File: src/rtl/unpu_pkg.sv
// Shared definitions for the LUT activation feeder: lane geometry,
// sequencer state encodings and bundle pipeline offsets.
package unpu_pkg;

    localparam int ACT_WIDTH = 16;
    localparam int LANES     = 4;
    localparam int ACT_DELAY = 1;
    localparam int TABLE_LAT = 3;

    typedef enum logic [2:0] {
        ST_IDLE  = 3'd0,
        ST_ISSUE = 3'd1,
        ST_CALC  = 3'd2,
        ST_UPD   = 3'd3,
        ST_COMP  = 3'd4
    } state_t;

endpackage

File: src/rtl/lut_act_fifo.sv
// Synchronous group FIFO with full/empty flags and a show-ahead head entry.
// Pointers carry one wrap bit so full and empty are distinguishable.
module lut_act_fifo #(
    parameter int WIDTH = 8,
    parameter int DEPTH = 4
) (
    input  logic             clk,
    input  logic             rst,
    input  logic             push,
    input  logic [WIDTH-1:0] wdata,
    input  logic             pop,
    output logic [WIDTH-1:0] rdata,
    output logic             full,
    output logic             empty
);

    localparam int AW = $clog2(DEPTH);

    logic [WIDTH-1:0] mem [DEPTH];
    logic [AW:0]      wr_ptr;
    logic [AW:0]      rd_ptr;

    assign empty = (wr_ptr == rd_ptr);
    assign full  = (wr_ptr[AW] != rd_ptr[AW]) &&
                   (wr_ptr[AW-1:0] == rd_ptr[AW-1:0]);
    assign rdata = mem[rd_ptr[AW-1:0]];

    always_ff @(posedge clk or posedge rst) begin
        if (rst) begin
            wr_ptr <= '0;
            rd_ptr <= '0;
        end else begin
            if (push && !full)
                wr_ptr <= wr_ptr + 1'b1;
            if (pop && !empty)
                rd_ptr <= rd_ptr + 1'b1;
        end
    end

    always_ff @(posedge clk) begin
        if (push && !full)
            mem[wr_ptr[AW-1:0]] <= wdata;
    end

endmodule

File: src/rtl/lut_act_feeder.sv
// Activation sequencer for one LUT bundle: issue, table calc/update,
// then P bit-plane compute cycles with the next issue overlapped on the last.
module lut_act_feeder #(
    parameter int ACT_WIDTH  = unpu_pkg::ACT_WIDTH,
    parameter int FIFO_DEPTH = 4,
    parameter int PLANE_W    = 4
) (
    input  logic                                  clk,
    input  logic                                  rst,
    input  logic [PLANE_W-1:0]                    cfg_planes,
    input  logic                                  in_valid,
    output logic                                  in_ready,
    input  logic [unpu_pkg::LANES*ACT_WIDTH-1:0]  in_act,
    input  logic                                  in_mode,
    input  logic                                  in_last,
    output logic                                  new_activation,
    output logic [unpu_pkg::LANES*ACT_WIDTH-1:0]  activations,
    output logic                                  lut_mode,
    output logic                                  comp_valid,
    output logic [PLANE_W-1:0]                    plane_idx,
    output logic                                  tile_done,
    output logic                                  busy
);

    import unpu_pkg::*;

    localparam int GW = LANES * ACT_WIDTH;
    localparam int EW = GW + 2;

    state_t             state;
    logic [PLANE_W-1:0] cnt;
    logic [PLANE_W-1:0] planes;
    logic               last_tag;
    logic [EW-1:0]      head;
    logic               full;
    logic               empty;
    logic               push;
    logic               pop;
    logic               final_cycle;

    assign push        = in_valid && !full;
    assign in_ready    = !full;
    assign final_cycle = (state == ST_COMP) &&
                         (cnt == planes - PLANE_W'(1));
    // The next group is popped on the last compute cycle when one is waiting.
    assign pop            = (state == ST_ISSUE) || (final_cycle && !empty);
    assign new_activation = pop;
    assign comp_valid     = (state == ST_COMP);
    assign plane_idx      = comp_valid ? cnt : '0;
    assign tile_done      = final_cycle && last_tag;
    assign busy           = (state != ST_IDLE) || !empty;

    lut_act_fifo #(
        .WIDTH (EW),
        .DEPTH (FIFO_DEPTH)
    ) u_fifo (
        .clk   (clk),
        .rst   (rst),
        .push  (push),
        .wdata ({in_mode, in_last, in_act}),
        .pop   (pop),
        .rdata (head),
        .full  (full),
        .empty (empty)
    );

    always_ff @(posedge clk or posedge rst) begin
        if (rst) begin
            state       <= ST_IDLE;
            cnt         <= '0;
            planes      <= PLANE_W'(1);
            last_tag    <= 1'b0;
            activations <= '0;
            lut_mode    <= 1'b0;
        end else begin
            if (pop) begin
                activations <= head[GW-1:0];
                last_tag    <= head[GW];
                lut_mode    <= head[GW+1];
                planes      <= (cfg_planes == '0) ? PLANE_W'(1)
                                                  : cfg_planes;
            end
            unique case (state)
                ST_IDLE: begin
                    if (!empty)
                        state <= ST_ISSUE;
                end
                ST_ISSUE: state <= ST_CALC;
                ST_CALC:  state <= ST_UPD;
                ST_UPD: begin
                    cnt   <= '0;
                    state <= ST_COMP;
                end
                ST_COMP: begin
                    if (final_cycle) begin
                        cnt   <= '0;
                        state <= empty ? ST_IDLE : ST_CALC;
                    end else begin
                        cnt <= cnt + PLANE_W'(1);
                    end
                end
                default: state <= ST_IDLE;
            endcase
        end
    end

endmodule

File: config.mk
export PLATFORM = sky130hd
export DESIGN_NAME = lut_act_feeder
export DESIGN_NICKNAME = d
export VERILOG_FILES = /design/src/rtl/unpu_pkg.sv /design/src/rtl/lut_act_fifo.sv /design/src/rtl/lut_act_feeder.sv
export SDC_FILE = /design/constraint.sdc
export NUM_CORES = 1
export LEC_CHECK = 0
export CAP_MARGIN = 15
export CORE_MARGIN = 3
export CORE_UTILIZATION = 45
export CTS_BUF_LIST = sky130_fd_sc_hd__clkbuf_4
export DETAILED_ROUTE_END_ITERATION = 8
export HOLD_SLACK_MARGIN = 0.05
export PLACE_DENSITY = 0.66
export REMOVE_ABC_BUFFERS = 1
export SLEW_MARGIN = 20
export SYNTH_ARGS = -nofsm -noshare
export SYNTH_HDL_FRONTEND = slang
export SYNTH_SLANG_ARGS = --single-unit
File: constraint.sdc
create_clock -name clk -period 8.25 [get_ports clk]
set_input_delay 1.65 -clock clk [delete_from_list [all_inputs] [get_ports clk]]
set_output_delay 1.65 -clock clk [all_outputs]
set_load 0.005 [all_outputs]
== Word level (Yosys, flattened, before mapping) ==
Memories as Yosys holds them, arrays and structs flattened. A register that Yosys moved wholly into a read port is not among the register bits.
Index checks and enable logic that the tools add are counted.

* Add/subtract/negate cells: 4
* $mul: 0
* Divide/modulo/power cells: 0
* $lt $le $gt $ge: 0
* Equal/unequal tests: 10
* Shifts and indexed selects: 0
* Muxes and demuxes: 10
* Bitwise gates (word level): 0
* Reduce and logical (&&, ||, !) cells: 16

{| class="wikitable"
|+ Operators with widths
! operator !! count
|-
| case mux 3 bit (5 select lines) || 1
|-
| 2-to-1 mux 4 bit || 3
|-
| case mux 4 bit (2 select lines) || 1
|-
| logical AND 1 bit || 7
|-
| adder 3 x 1 -> 3 bit (second input constant) || 2
|-
| equality test 3 x 2 -> 1 bit (second input constant) || 2
|-
| 2-to-1 mux 3 bit || 2
|-
| adder 4 x 1 -> 4 bit (second input constant) || 1
|-
| equality test 4 bit || 1
|-
| logical NOT 4 bit || 1
|-
| subtractor 4 x 1 -> 4 bit (second input constant) || 1
|-
| equality test 3 x 1 -> 1 bit (second input constant) || 1
|-
| equality test 3 bit || 1
|-
| equality test 3 bit (second input constant) || 1
|-
| logical NOT 3 bit || 1
|-
| nonzero test 3 bit || 1
|-
| equality test 2 bit || 1
|-
| logical NOT 1 bit || 2
|-
| logical OR 1 bit || 2
|-
| 2-to-1 mux 1 bit || 2
|-
| 2-to-1 mux 2 bit || 1
|-
| != test 2 x 1 -> 1 bit (second input constant) || 1
|-
| != test 2 bit (second input constant) || 1
|-
| AND reduction 2 bit || 1
|-
| other kinds (2) || 2
|}

* Bits in registers: 17
* Latch bits: 0
* Memory bits (writable): 264
* ROM bits: 0
* Input port bits: 73
* Output and inout port bits: 74
* Word-level logic and storage cells: 46
* Memories kept: 1

{| class="wikitable"
|+ Memories
! name !! words !! width !! read ports !! clocked after memory_dff !! wr ports !! line !! source
|-
| u_fifo.mem || 4 || 66 || 1 || 1 || 1 || lut_act_fifo.sv:19 || <nowiki>logic [WIDTH-1:0] mem [DEPTH];</nowiki>
|}

== Logic depth before layout (Yosys ltp) ==
Gate-level depths: netlist of run 1.

* Word-level depth: 7
* Gate-level depth with buffers: 8

== Cells and area by module ==
From an unflattened synthesis of run 1, not the netlist that was laid out.

* Cells, all modules: 1016
* Area, all modules: 14881.8 um^2

{| class="wikitable"
|+ Modules (own cells, without submodules)
! module !! times used !! cells each !! area each (um^2) !! seq. area each (um^2)
|-
| lut_act_fifo || 1 || 395 || 10022.1 || 8077.7
|-
| lut_act_feeder || 1 || 621 || 4859.7 || 1928.1
|}

== Worst setup path after synthesis of run 1 ==
Ideal clock, no wire load.

* Path kind: in2reg
* From: input port in_valid
* To: memory u_fifo.mem[3][0] in the netlist's numbering (enable)
* Setup time: 0.433 ns
* Arrival: 3.279 ns
* Required time: 7.817 ns
* Slack: 4.538 ns
* Cell stages on the path: 1
* Buffers on the path: 0
* Cell sequence: and3_1

* Longest elaborated chain between the ends: 4

{| class="wikitable"
|+ Ends and longest elaborated chain
! element !! line !! source
|-
| start: declaration || lut_act_feeder.sv:11 || <nowiki>input logic in_valid,</nowiki>
|-
| logical AND 1 bit || lut_act_feeder.sv:41 || <nowiki>assign push = in_valid && !full;</nowiki>
|-
| logical AND 1 bit || lut_act_fifo.sv:41 || <nowiki>if (push && !full)</nowiki>
|-
| 2-to-1 mux 1 bit || lut_act_fifo.sv:41 ||
|-
| 2-to-1 mux 1 bit (not written as such) || lut_act_fifo.sv:42 || <nowiki>mem[wr_ptr[AW-1:0]] <= wdata;</nowiki>
|-
| end: declaration || lut_act_fifo.sv:19 ||
|}

Every way passes these cells.

== Worst setup path in the final report of run 1 ==
* From: register u_fifo.rd_ptr[1]
* To: output port new_activation

* Longest elaborated chain between the ends: 4

{| class="wikitable"
|+ Ends and longest elaborated chain
! element !! line !! source
|-
| start: declaration || lut_act_fifo.sv:21 || <nowiki>logic [AW:0] rd_ptr;</nowiki>
|-
| start signal: assignment || lut_act_fifo.sv:36 || <nowiki>rd_ptr <= rd_ptr + 1'b1;</nowiki>
|-
| equality test 3 bit || lut_act_fifo.sv:23 || <nowiki>assign empty = (wr_ptr == rd_ptr);</nowiki>
|-
| logical NOT 1 bit || lut_act_feeder.sv:46 || <nowiki>assign pop = (state == ST_ISSUE) || (final_cycle && !empty);</nowiki>
|-
| logical AND 1 bit || lut_act_feeder.sv:46 ||
|-
| logical OR 1 bit || lut_act_feeder.sv:46 ||
|-
| end: declaration || lut_act_feeder.sv:16 || <nowiki>output logic new_activation,</nowiki>
|}

Every way passes these cells.

==> PnR_summary.wiki, run 1 <==
{| class="wikitable"
! Metric !! Value
|-
| Clk Latency, worst-skew pair || 0.67 ns
|-
| Ports || between 100 and 150
|-
| # nets final || 880
|-
| Total number of vias || around 6300
|-
| First drt pass iteration count || 4
|-
| Die extent in y || 176 um
|-
| Last weighted congestion value of the routability-driven placer || 0.827
|-
| Sequential-to-total area share from yosys stat || 0.770
|-
| Max clock buf depth || 3
|-
| Final total negative setup slack || 0 ns
|-
| Crit path max-delay family || flip-flops
|-
| Cell area after synthesis || between 10000 and 15000 um2
|-
| Maximum fanout encountered on the critical timing path || 69
|-
| Result of the run || completed
|-
| Most frequent cells in the layout || edfxtp_1 (264), clkdlybuf4s50_1 (146), clkbuf_4 (127)
|-
| Vias in the first global route || just over 7000
|-
| Sum of internal, switching and leakage power || just under 6 mW
|-
| Final number of hold-violating endpoints || 0
|-
| Synthesized area per cell || between 20 and 25 um2
|-
| Iteration-0 DRC Markers || roughly 320
|-
| Half-perimeter wire length of the detailed placement result || 13.9 mm
|-
| Gate count after technology mapping || between 500 and 600
|-
| Routed length per placed instance || between 15 and 20 um
|-
| Startpoint of the most critical register-to-register path || u_fifo.rd_ptr[1]
|-
| Layout overhead on the synthesized area || 23.1%
|-
| Worst Max-Slew Pin Slew || 1.07 ns
|-
| Global route overflow || 0
|-
| Post-CTS Repair Setup Buffers || 0
|-
| Remaining antenna violation count || 0
|-
| Library cell occupying the most area in the post-synthesis netlist || edfxtp_1
|-
| Maximum Capacitance Violations || 0
|-
| Post-route core utilization || 0.569
|-
| Maximum achievable frequency || just under 200 MHz
|-
| Leading cell types by total area after synthesis || edfxtp_1 (61%), dfrtp_1 (16%), mux4_2 (11%)
|-
| Total core area || around 28000 um2
|-
| Number of core rows || 61
|-
| Crit path buf inv count || 2
|-
| Cells along the critical path || xnor2_1 > nand3b_1 > nand2_1 > o21ai_4 > buf_4 > clkdlybuf4s50_1
|-
| Hold Path Sink || u_fifo.wr_ptr[2]
|-
| Synthesized flop and latch total || 347
|-
| Startpoint-to-endpoint class of the critical path || flip-flop to output pin
|-
| Worst hold path cell count || 1
|-
| Syn. warnings || 0
|-
| Proportion of layout cells with a drive suffix above 1 || 0.324
|-
| HP Class || flip-flop to flip-flop
|-
| Capture point of the worst reg-to-reg path || activations[59]
|-
| Required time worst endpoint || roughly 6.6 ns
|-
| Chip width || between 150 and 200 um
|-
| Cell at the root of the clock tree || clkbuf_4
|-
| Cts-stage hold buffer count || 0
|-
| Start point of the critical path || u_fifo.rd_ptr[1]
|-
| Worst setup EP type || output pin
|-
| Starting utilization of the core area || 0.463
|-
| GRT Util Overall || 0.162
|-
| Global-route wire length before repair || around 38 mm
|-
| Slowest Stage Delay on Critical Path || ~1.1 ns
|-
| Setup-violating endpoint count in the final report || 0
|-
| Nature of the critical path startpoint || flip-flop
|-
| Number of H-tree branching levels || 3
|-
| Mean number of vias per cell || around 5.1
|-
| Critical path depth || 6
|-
| Slowest library cell on the worst path || dfrtp_4
|-
| Highest ir drop seen on vdd || ~0.17 mV
|-
| Most frequent standard cell in the layout excluding fill and tap cells || edfxtp_1
|-
| Fraction of synthesized cell area taken by the top area cell type || 0.610
|-
| TritonCTS clock tree || done
|-
| Reg2Reg Depth || 7
|-
| Worst R2R Setup Slack || around 4.9 ns
|-
| Filler cells || between 2000 and 2500
|-
| Pins Over Slew Limit || 0
|-
| Cell leakage power || 5.63 nW
|-
| Worst-case clock skew || 0.0309 ns
|-
| Maximum number of pins on one net before global-route repair || 70
|-
| Period utilization || 0.621
|-
| Area of the die || just over 30000 um2
|-
| Number of input and output port buffers inserted || 146
|-
| Relative slew margins || 0.288
|-
| Total wire length || between 20 and 25 mm
|-
| TritonCTS Buffers || 84
|-
| Resize count post-CTS || 0
|-
| Number of DRC violations after detailed routing || 0
|-
| Setup repair after global routing missed its margin || no
|-
| Critical path arrival || 3.47 ns
|-
| Distinct cells, synth || 35
|-
| Min cycle time layout || ~5.1 ns
|-
| Startpoint of the worst hold path || u_fifo.wr_ptr[2]
|-
| CTS clk-pin slew, worst paths || roughly 0.060 ns
|-
| Antenna violations before repair || 2
|-
| Total power density per cell area || between 300 and 400 nW/um2
|-
| Sink count of the clock tree || ~350
|}
-- registers in the layout, indices dropped and copies added, names as in the netlist, 3 cells and up --
name	flops
u_fifo.mem	264
activations	64
cnt	4
planes	4
state	3
u_fifo.rd_ptr	3
u_fifo.wr_ptr	3
-- worst reg2reg max path: stages, from the launching register on --
cell,delay [ns]
dfrtp_4,1.12
xnor2_1,0.24
nand3b_1,0.21
nand2_1,0.11
o21ai_4,0.13
buf_4,0.40
buf_4,0.61
mux2_2,0.43
-- cell families after synthesis --
family	synth area share
flops	0.770
fa+ha+maj	0.00674
compound gates	0.00549
simple gates	0.0170
buf+inv	0.0147
xor+xnor	0.00992
mux	0.176
-- area by class of cell --
class	instances	area (um2)	share of cell area
diodes	2	5.00	0.000313
clock buffers	127	953	0.0596
clock inverters	30	196	0.0123
inverters	7	28.8	0.00180
multi-input cells	209	2810	0.176
flip-flops and latches	347	10000	0.626
well taps	378	473	0.0296
repair buffers	151	1510	0.0945
-- stage by stage --
stage          setup slack (ns)  hold slack [ns]  cell area, um2  cells
2_1_floorplan              2.07            0.460           12800    563
3_3_place_gp               3.79            0.472           14800   1091
3_5_place_dp               3.74            0.481           14800   1091
4_1_cts                    2.99            0.490           16000   1248
5_1_grt                    2.82            0.497           16000   1250
6_report                   3.13            0.491           16000   1251
-- how the worst max path moves through the flow --
stage / to / slack [ns]
6_report: new_activation / 3.13
5_1_grt: new_activation / 2.82
4_1_cts: new_activation / 2.99
3_5_place_dp: new_activation / 3.74
3_3_place_gp: new_activation / 3.79
2_1_floorplan: new_activation / 2.07
-- metal layers --
layer	vias up	global-route usage	wire length [um]
li1	2859	-	-
met1	3226	0.211	10200
met2	194	0.262	11800
met3	48	0.0484	1680
met4	2	0.0577	450
met5	-	0	13
-- synth_stat cells --
cell and n:
xor3_1 1, and2_1 3, nor2_1 5, or4_1 1, clkbuf_1 12, and3_1 8
xnor2_1 6, mux4_2 66, dfrtp_1 82, buf_4 1, xor2_1 6, clkbuf_8 5
mux2_1 5, buf_2 2, nor3b_1 1, buf_6 2, o211ai_1 1, mux2_2 65
a211oi_1 1, a21oi_1 3, o21ai_4 1, buf_1 3, a32o_1 1, inv_1 7
dfstp_2 1, and2b_1 1, ha_1 7, nor2b_1 4, edfxtp_1 264, nand3_1 3
mux2i_1 1, o21ai_0 3, nand3b_1 2, nand2_1 11, nor3_1 3
-- where the power goes --
part | internal, mW | leakage (nW) | switching (mW)
clock network | 0.802 | 0.686 | 0.641
registers | 2.44 | 3.39 | 0.311
logic | 1.02 | 1.55 | 0.689
total | 4.26 | 5.63 | 1.64
(Power assumes the default switching activity.)
==> run 2, diff against run 1 <==
--- a/config.mk
+++ b/config.mk
@@ -11,7 +11,7 @@
 export CTS_BUF_LIST = sky130_fd_sc_hd__clkbuf_4
 export DETAILED_ROUTE_END_ITERATION = 8
 export HOLD_SLACK_MARGIN = 0.05
-export PLACE_DENSITY = 0.66
+export PLACE_DENSITY = 0.69
 export REMOVE_ABC_BUFFERS = 1
 export SLEW_MARGIN = 20
 export SYNTH_ARGS = -nofsm -noshare
==> constraint.sdc (replaced) <==
create_clock -name clk -period 4.6 [get_ports clk]
set_input_delay 0.92 -clock clk [delete_from_list [all_inputs] [get_ports clk]]
set_output_delay 0.92 -clock clk [all_outputs]
set_load 0.005 [all_outputs]
==> run 2 against run 1 <==
Effect of this change:
- worst hold slack lost 0.0035 ns
- via count grew 1.9%
- non-clock buffer count grew 4
- power grew 83%
- clock skew shrank 0.0057 ns
- wire length grew 5.6%
- cell count grew 0.40%
- register-to-register slack lost 3.4 ns
- sequential power grew 75%
- clock power grew 88%
- utilization grew 0.48 points
- die area is the same
- critical path type unchanged
- critical endpoint unchanged
==> PnR_summary.wiki, run 2 (synthesized netlist as in run 1, its figures left out) <==
{| class="wikitable"
! Metric !! Value
|-
| Result of the run || completed
|-
| Period utilization || 0.834
|-
| Chip width || 176 um (unchanged)
|-
| Highest ir drop seen on vdd || 0.334 mV (+92%)
|-
| Capture point of the worst reg-to-reg path || activations[11]
|-
| Setup repair after global routing missed its margin || no
|-
| Dpl cells || 1092 (+0.092%)
|-
| Worst R2R Setup Slack || 1.47 ns (-3.40 ns)
|-
| Pins Over Slew Limit || 0 (unchanged)
|-
| Relative slew margins || 0.280 (-0.00763)
|-
| Ports || 147 (unchanged)
|-
| Cell leakage power || 5.69 nW (+1.2%)
|-
| Half-perimeter wire length of the detailed placement result || 14.0 mm (+1.3%)
|-
| Starting utilization of the core area || 0.463 (unchanged)
|-
| # nets final || 887 (+0.80%)
|-
| Max FFs per register || 264 (unchanged)
|-
| GRT Util Overall || 0.169 (+0.00723)
|-
| Worst-case clock skew || 0.0251 ns (-0.00573 ns)
|-
| TritonCTS Buffers || 87 (+3.6%)
|-
| Total wire length || 25.5 mm (+5.6%)
|-
| Switching share of power || 0.278 (-0.000368)
|-
| Final number of hold-violating endpoints || 0 (unchanged)
|-
| Switching power summed over all nets || 2.99 mW (+82%)
|-
| Global-route wire length before repair || 40.1 mm (+4.4%)
|-
| Maximum Capacitance Violations || 0 (unchanged)
|-
| Worst Max-Slew Pin Slew || 1.08 ns (+0.0114 ns)
|-
| Critical path arrival || 2.92 ns (-0.55 ns)
|-
| Final total negative setup slack || 0 ns (unchanged)
|-
| Proportion of layout cells with a drive suffix above 1 || 0.336 (+0.0126)
|-
| Die extent in y || 176 um (unchanged)
|-
| Cts-stage hold buffer count || 0 (unchanged)
|-
| Worst setup EP type || output pin
|-
| Maximum fanout encountered on the critical timing path || 4 (-94%)
|-
| CTS clk-pin slew, worst paths || 0.07 ns (about the same)
|-
| Total length of routed met2 wires || 12.5 mm (+6.3%)
|-
| Clock group share of total power || 0.251 (+0.006)
|-
| Startpoint-to-endpoint class of the critical path || flip-flop to output pin
|-
| Cell at the root of the clock tree || clkbuf_4
|-
| Most frequent standard cell in the layout excluding fill and tap cells || edfxtp_1
|-
| Post-CTS Repair Setup Buffers || 0 (unchanged)
|-
| Highest routing layer actually used || met5
|-
| Number of H-tree branching levels || 3 (unchanged)
|-
| Number of core rows || 61 (unchanged)
|-
| Reg2Reg Depth || 8 (+1)
|-
| Final Instance Count excl. Fillers || 1256 (+0.40%)
|-
| Maximum number of pins on one net before global-route repair || 71 (+1.4%)
|-
| Sink count of the clock tree || 347 (unchanged)
|-
| Detailed-route wire length on metal 1 || 11.1 mm (+8.6%)
|-
| Antenna violations before repair || 2 (unchanged)
|-
| Maximum achievable frequency || between 200 and 300 MHz
|-
| Iteration-0 DRC Markers || 333 (+5.0%)
|-
| Register share of total power || 0.447 (-0.018)
|-
| Startpoint of the worst hold path || u_fifo.rd_ptr[2]
|-
| Total number of vias || 6450 (+1.9%)
|-
| Routed length per placed instance || 20.3 um (+5.2%)
|-
| TritonCTS clock tree || done
|-
| Required time worst endpoint || 3.68 ns (-2.92 ns)
|-
| Most frequent cells in the layout || edfxtp_1 (264), clkdlybuf4s50_1 (146), clkbuf_4 (140)
|-
| Resize count post-CTS || 0 (unchanged)
|-
| Number of input and output port buffers inserted || 146 (unchanged)
|-
| Clk Latency, worst-skew pair || 0.68 ns (about the same)
|-
| Remaining antenna violation count || 0 (unchanged)
|-
| Nature of the critical path startpoint || flip-flop
|-
| First drt pass iteration count || 4 (unchanged)
|-
| Internal power || 7.78 mW (+83%)
|-
| Startpoint of the most critical register-to-register path || planes[0]
|-
| Vias in the first global route || 7292 (+3.6%)
|-
| Hold Path Sink || u_fifo.rd_ptr[2]
|-
| Last weighted congestion value of the routability-driven placer || 0.864 (+4.5%)
|-
| Routed wl met3 || 1.55 mm (-7.6%)
|-
| Worst hold path cell count || 1 (unchanged)
|-
| Area of the die || 30900 um2 (unchanged)
|-
| Layout overhead on the synthesized area || 24.2%
|-
| Max clock buf depth || 3 (unchanged)
|-
| Global route overflow || 0 (unchanged)
|-
| Number of DRC violations after detailed routing || 0 (unchanged)
|-
| HP Class || flip-flop to flip-flop
|-
| Total power density per cell area || 668 nW/um2 (+81%)
|-
| Min cycle time layout || about 3.8 ns
|-
| Total core area || 28100 um2 (unchanged)
|-
| Worst hold slack || 0.487 ns (-0.00351 ns)
|-
| Setup-violating endpoint count in the final report || 0 (unchanged)
|-
| Share of power burned in combinational logic || 0.302 (+0.012)
|-
| Mean number of vias per cell || 5.14 (+1.5%)
|}
==> run 2: cell count changes in the layout (fill, tap and decap cells not counted), sizes merged <==
cell      delta
buf          +4
clkbuf      +13
clkinv      -11
clkinvlp     +1
diode        -1
inv          -1
==> run 2: worst max-delay path, cell delays in order (launching register included) <==
cell	delay [ns]
dfstp_2	0.56
inv_1	0.07
ha_1	0.31
xnor2_1	0.13
nor3_1	0.24
nand2_1	0.19
o21ai_4	0.19
clkdlybuf4s50_1	0.54
==> run 2: how the worst max path moves through the flow <==
stage / endpoint / slack [ns] / startpoint / cells after the start
after floorplan: new_activation / -0.85 / u_fifo.rd_ptr[0] / 4
after global placement: new_activation / 1.50 / planes[0] / 7
after detailed placement: activations[16] / 1.44 / planes[0] / 8
after CTS: new_activation / 0.67 / planes[0] / 7
after global routing: new_activation / 0.56 / planes[0] / 7
final: new_activation / 0.76 / planes[0] / 7
==> run 2: layout make-up <==
type	instances	area [um2]
multi-input cells	209	2810
flip-flops and latches	347	10000
diodes	1	2.50
clock buffers	140	1050
well taps	378	473
clock inverters	19	154
inverters	7	28.8
fillers	2240	12000
repair buffers	155	1590
==> run 2: power groups by stage <==
stage | Clock, mW | Combinational [mW] | Sequential, mW
detailed placement | 0 | 3.28 | 4.90
global placement | 0 | 3.20 | 4.85
finish | 2.71 | 3.26 | 4.81
CTS | 2.81 | 3.29 | 4.85
global route | 3.00 | 3.53 | 4.92
floorplan | 0 | 1.88 | 4.94
==> run 2: routing by layer <==
metal | vias up | GRT usage
met2 | 199 | 0.274
met3 | 29 | 0.0525
li1 | 2868 | -
met1 | 3352 | 0.221
met4 | 2 | 0.0564
met5 | - | 0
==> run 2: through the flow <==
stage	area (um2)	setup slack [ns]	power, mW	util
floorplan	12800	-0.854	6.81	-
global placement	14800	1.50	8.04	0.528
detailed placement	14800	1.44	8.18	0.528
CTS	16000	0.673	10.9	0.571
global route	16100	0.559	11.4	0.574
finish	16100	0.762	10.8	0.574
==> run 3, diff against run 2 <==
==> constraint.sdc (replaced) <==
create_clock -name clk -period 3.25 [get_ports clk]
set_input_delay 0.65 -clock clk [delete_from_list [all_inputs] [get_ports clk]]
set_output_delay 0.65 -clock clk [all_outputs]
set_load 0.005 [all_outputs]
==> run 3 against run 2 <==
Effect of this change:
- sequential share of layout area shrank 0.13 points
- power grew 41%
- largest cell class unchanged
- critical path depth is the same
- non-clock buffer count grew 8
- largest power group unchanged
- wire length shrank 0.94%
- flip-flop and latch count is the same
- clock skew grew 0.015 ns
- cell count grew 1.2%
- sequential power grew 39%
==> PnR_summary.wiki, run 3 (synthesized netlist as in run 1, its figures left out) <==
{| class="wikitable"
! Metric !! Value
|-
| Max clock buf depth || 3 (unchanged)
|-
| HP Class || input pin to async pin
|-
| Sink count of the clock tree || 347 (unchanged)
|-
| Min cycle time layout || between 3 and 4 ns
|-
| Relative slew margins || 0.289 (+0.00858)
|-
| Min setup slack post-route || 0.173 ns (-0.589 ns)
|-
| Total wire length || 25.3 mm (-0.94%)
|-
| CTS clk-pin slew, worst paths || 0.07 ns (about the same)
|-
| Area of the die || 30900 um2 (unchanged)
|-
| Setup-violating endpoint count in the final report || 0 (unchanged)
|-
| Layout overhead on the synthesized area || 24.4%
|-
| Die extent in y || 176 um (unchanged)
|-
| Cell at the root of the clock tree || clkbuf_4
|-
| Highest routing layer actually used || met5
|-
| Crit path max-delay family || flip-flops
|-
| Ports || 147 (unchanged)
|-
| Number of H-tree branching levels || 3 (unchanged)
|-
| Slowest Stage Delay on Critical Path || 0.55 ns (about the same)
|-
| First drt pass iteration count || 5 (+1)
|-
| Number of core rows || 61 (unchanged)
|-
| TritonCTS Buffers || 88 (+1.1%)
|-
| Routed length per placed instance || 19.9 um (-2.1%)
|-
| Chip width || 176 um (unchanged)
|-
| Starting utilization of the core area || 0.463 (unchanged)
|-
| Final number of hold-violating endpoints || 0 (unchanged)
|-
| Total number of vias || 6525 (+1.2%)
|-
| Clk Latency, worst-skew pair || 0.68 ns (about the same)
|-
| Worst hold slack || 0.439 ns (-0.0485 ns)
|-
| Setup repair after global routing missed its margin || yes
|-
| Total core area || 28100 um2 (unchanged)
|-
| Total length of routed met2 wires || 12.8 mm (+2.6%)
|-
| Iteration-0 DRC Markers || 384 (+15%)
|-
| Number of DRC violations after detailed routing || 0 (unchanged)
|-
| Last weighted congestion value of the routability-driven placer || 0.788 (-8.8%)
|-
| Period utilization || 0.947
|-
| Most frequent cells in the layout || edfxtp_1 (264), clkdlybuf4s50_1 (144), clkbuf_4 (133)
|-
| Total power density per cell area || 937 nW/um2 (+40%)
|-
| Worst R2R Setup Slack || 0.66 ns (-0.81 ns)
|-
| Startpoint of the most critical register-to-register path || planes[0]
|-
| Worst setup EP type || output pin
|-
| Cell leakage power || 5.71 nW (+0.34%)
|-
| Reg2Reg Depth || 8 (unchanged)
|-
| Global-route wire length before repair || 39.8 mm (-0.72%)
|-
| Antenna violations before repair || 5 (+3)
|-
| Worst-case clock skew || 0.0398 ns (+0.0147 ns)
|-
| Mean number of vias per cell || 5.13 (about the same)
|-
| Maximum Capacitance Violations || 0 (unchanged)
|-
| Startpoint-to-endpoint class of the critical path || flip-flop to output pin
|-
| Crit path buf inv count || 2 (unchanged)
|-
| Maximum achievable frequency || approximately 320 MHz
|-
| Dpl ws || 0.342 ns (-1.10 ns)
|-
| Required time worst endpoint || 2.60 ns (-1.08 ns)
|-
| TritonCTS clock tree || done
|-
| # nets final || 896 (+1.0%)
|-
| Vias in the first global route || 7365 (+1.0%)
|-
| Highest ir drop seen on vdd || 0.558 mV (+67%)
|-
| Nature of the critical path startpoint || flip-flop
|-
| Slowest library cell on the worst path || dfstp_2
|-
| Max FFs per register || 264 (unchanged)
|-
| GRT Util Overall || 0.167 (-0.00251)
|-
| Worst Max-Slew Pin Slew || 1.07 ns (-0.0129 ns)
|-
| Maximum fanout encountered on the critical timing path || 3 (-1)
|-
| Pins Over Slew Limit || 0 (unchanged)
|-
| Detailed-route wire length on metal 1 || 10.3 mm (-7.2%)
|-
| Maximum number of pins on one net before global-route repair || 71 (unchanged)
|-
| Proportion of layout cells with a drive suffix above 1 || 0.340 (+0.00408)
|-
| Routed wl met3 || 1.81 mm (+17%)
|-
| Capture point of the worst reg-to-reg path || activations[50]
|-
| Global route overflow || 0 (unchanged)
|-
| Cells along the critical path || inv_1 > ha_1 > xnor2_1 > nor3_2 > nand2_2 > o21ai_4 > buf_2
|-
| Number of input and output port buffers inserted || 146 (unchanged)
|-
| Cts-stage hold buffer count || 0 (unchanged)
|-
| Remaining antenna violation count || 0 (unchanged)
|-
| Result of the run || completed
|-
| Half-perimeter wire length of the detailed placement result || 14.8 mm (+5.1%)
|-
| Most frequent standard cell in the layout excluding fill and tap cells || edfxtp_1
|-
| Filler cells || 2175 (-2.9%)
|-
| Critical path arrival || 2.43 ns (-0.49 ns)
|}
## run 3: changes by cell type in the layout (fill, tap and decap cells not counted), moves of 2 or more
cell / before / now
xnor2_1: 6 / 4
buf_12: 2 / 6
clkinv_2: 0 / 2
buf_4: 5 / 11
xnor2_2: 0 / 2
clkdlybuf4s50_1: 146 / 144
clkbuf_4: 140 / 133
clkinv_1: 13 / 24
buf_16: 2 / 0
bufinv_16: 3 / 1
diode_2: 1 / 3
## run 3: final cells by class
class,instances,area [um2],area share
diodes,3,7.51,0.000464
clock buffers,133,998,0.0618
clock inverters,31,153,0.00944
inverters,7,28.8,0.00178
multi-input cells,209,2840,0.175
flip-flops and latches,347,10000,0.619
well taps,378,473,0.0293
repair buffers,163,1650,0.102
## run 3: repair_timing
| action | CTS | global route |
|---|---|---|
| setup buffers | 2 | 1 |
| endpoints found under the setup margin | 2 | 3 |
| pin swaps | 3 | 3 |
| resized for setup | 4 | 7 |
## run 3: how the worst max path moves through the flow
stage | startpoint | to | slack (ns) | depth (start not counted)
3_3_place_gp | planes[0] | new_activation | 0.39 | 7
3_5_place_dp | planes[0] | new_activation | 0.34 | 7
2_1_floorplan | u_fifo.rd_ptr[0] | u_fifo.mem[3][0] | -2.16 | 3
4_1_cts | planes[0] | new_activation | 0.006 | 7
5_1_grt | planes[0] | new_activation | -0.01 | 7
6_report | planes[0] | new_activation | 0.17 | 7
## run 3: layer usage
layer | track usage | vias to the layer above
li1 | - | 2903
met1 | 0.208 | 3361
met2 | 0.279 | 225
met3 | 0.0556 | 30
met4 | 0.0515 | 6
met5 | 0 | -
## run 3: metrics by stage
step	instance area [um2]	power, mW	utilization	std cells	TNS (ns)
after global placement	15000	11.5	0.533	1101	0
after detailed placement	15000	11.7	0.533	1101	0
after global routing	16200	16.1	0.576	1271	-0.0124
after CTS	16100	15.4	0.575	1267	0
final	16200	15.1	0.576	1271	0
after floorplan	12800	9.64	-	563	-700.33
## run 3: where the power goes
group | switching (mW) | total, mW | internal (mW)
Combinational | 2.11 | 4.83 | 2.72
Sequential | 0.518 | 6.69 | 6.17
Clock | 1.66 | 3.62 | 1.96
Total | 4.29 | 15.1 | 10.9
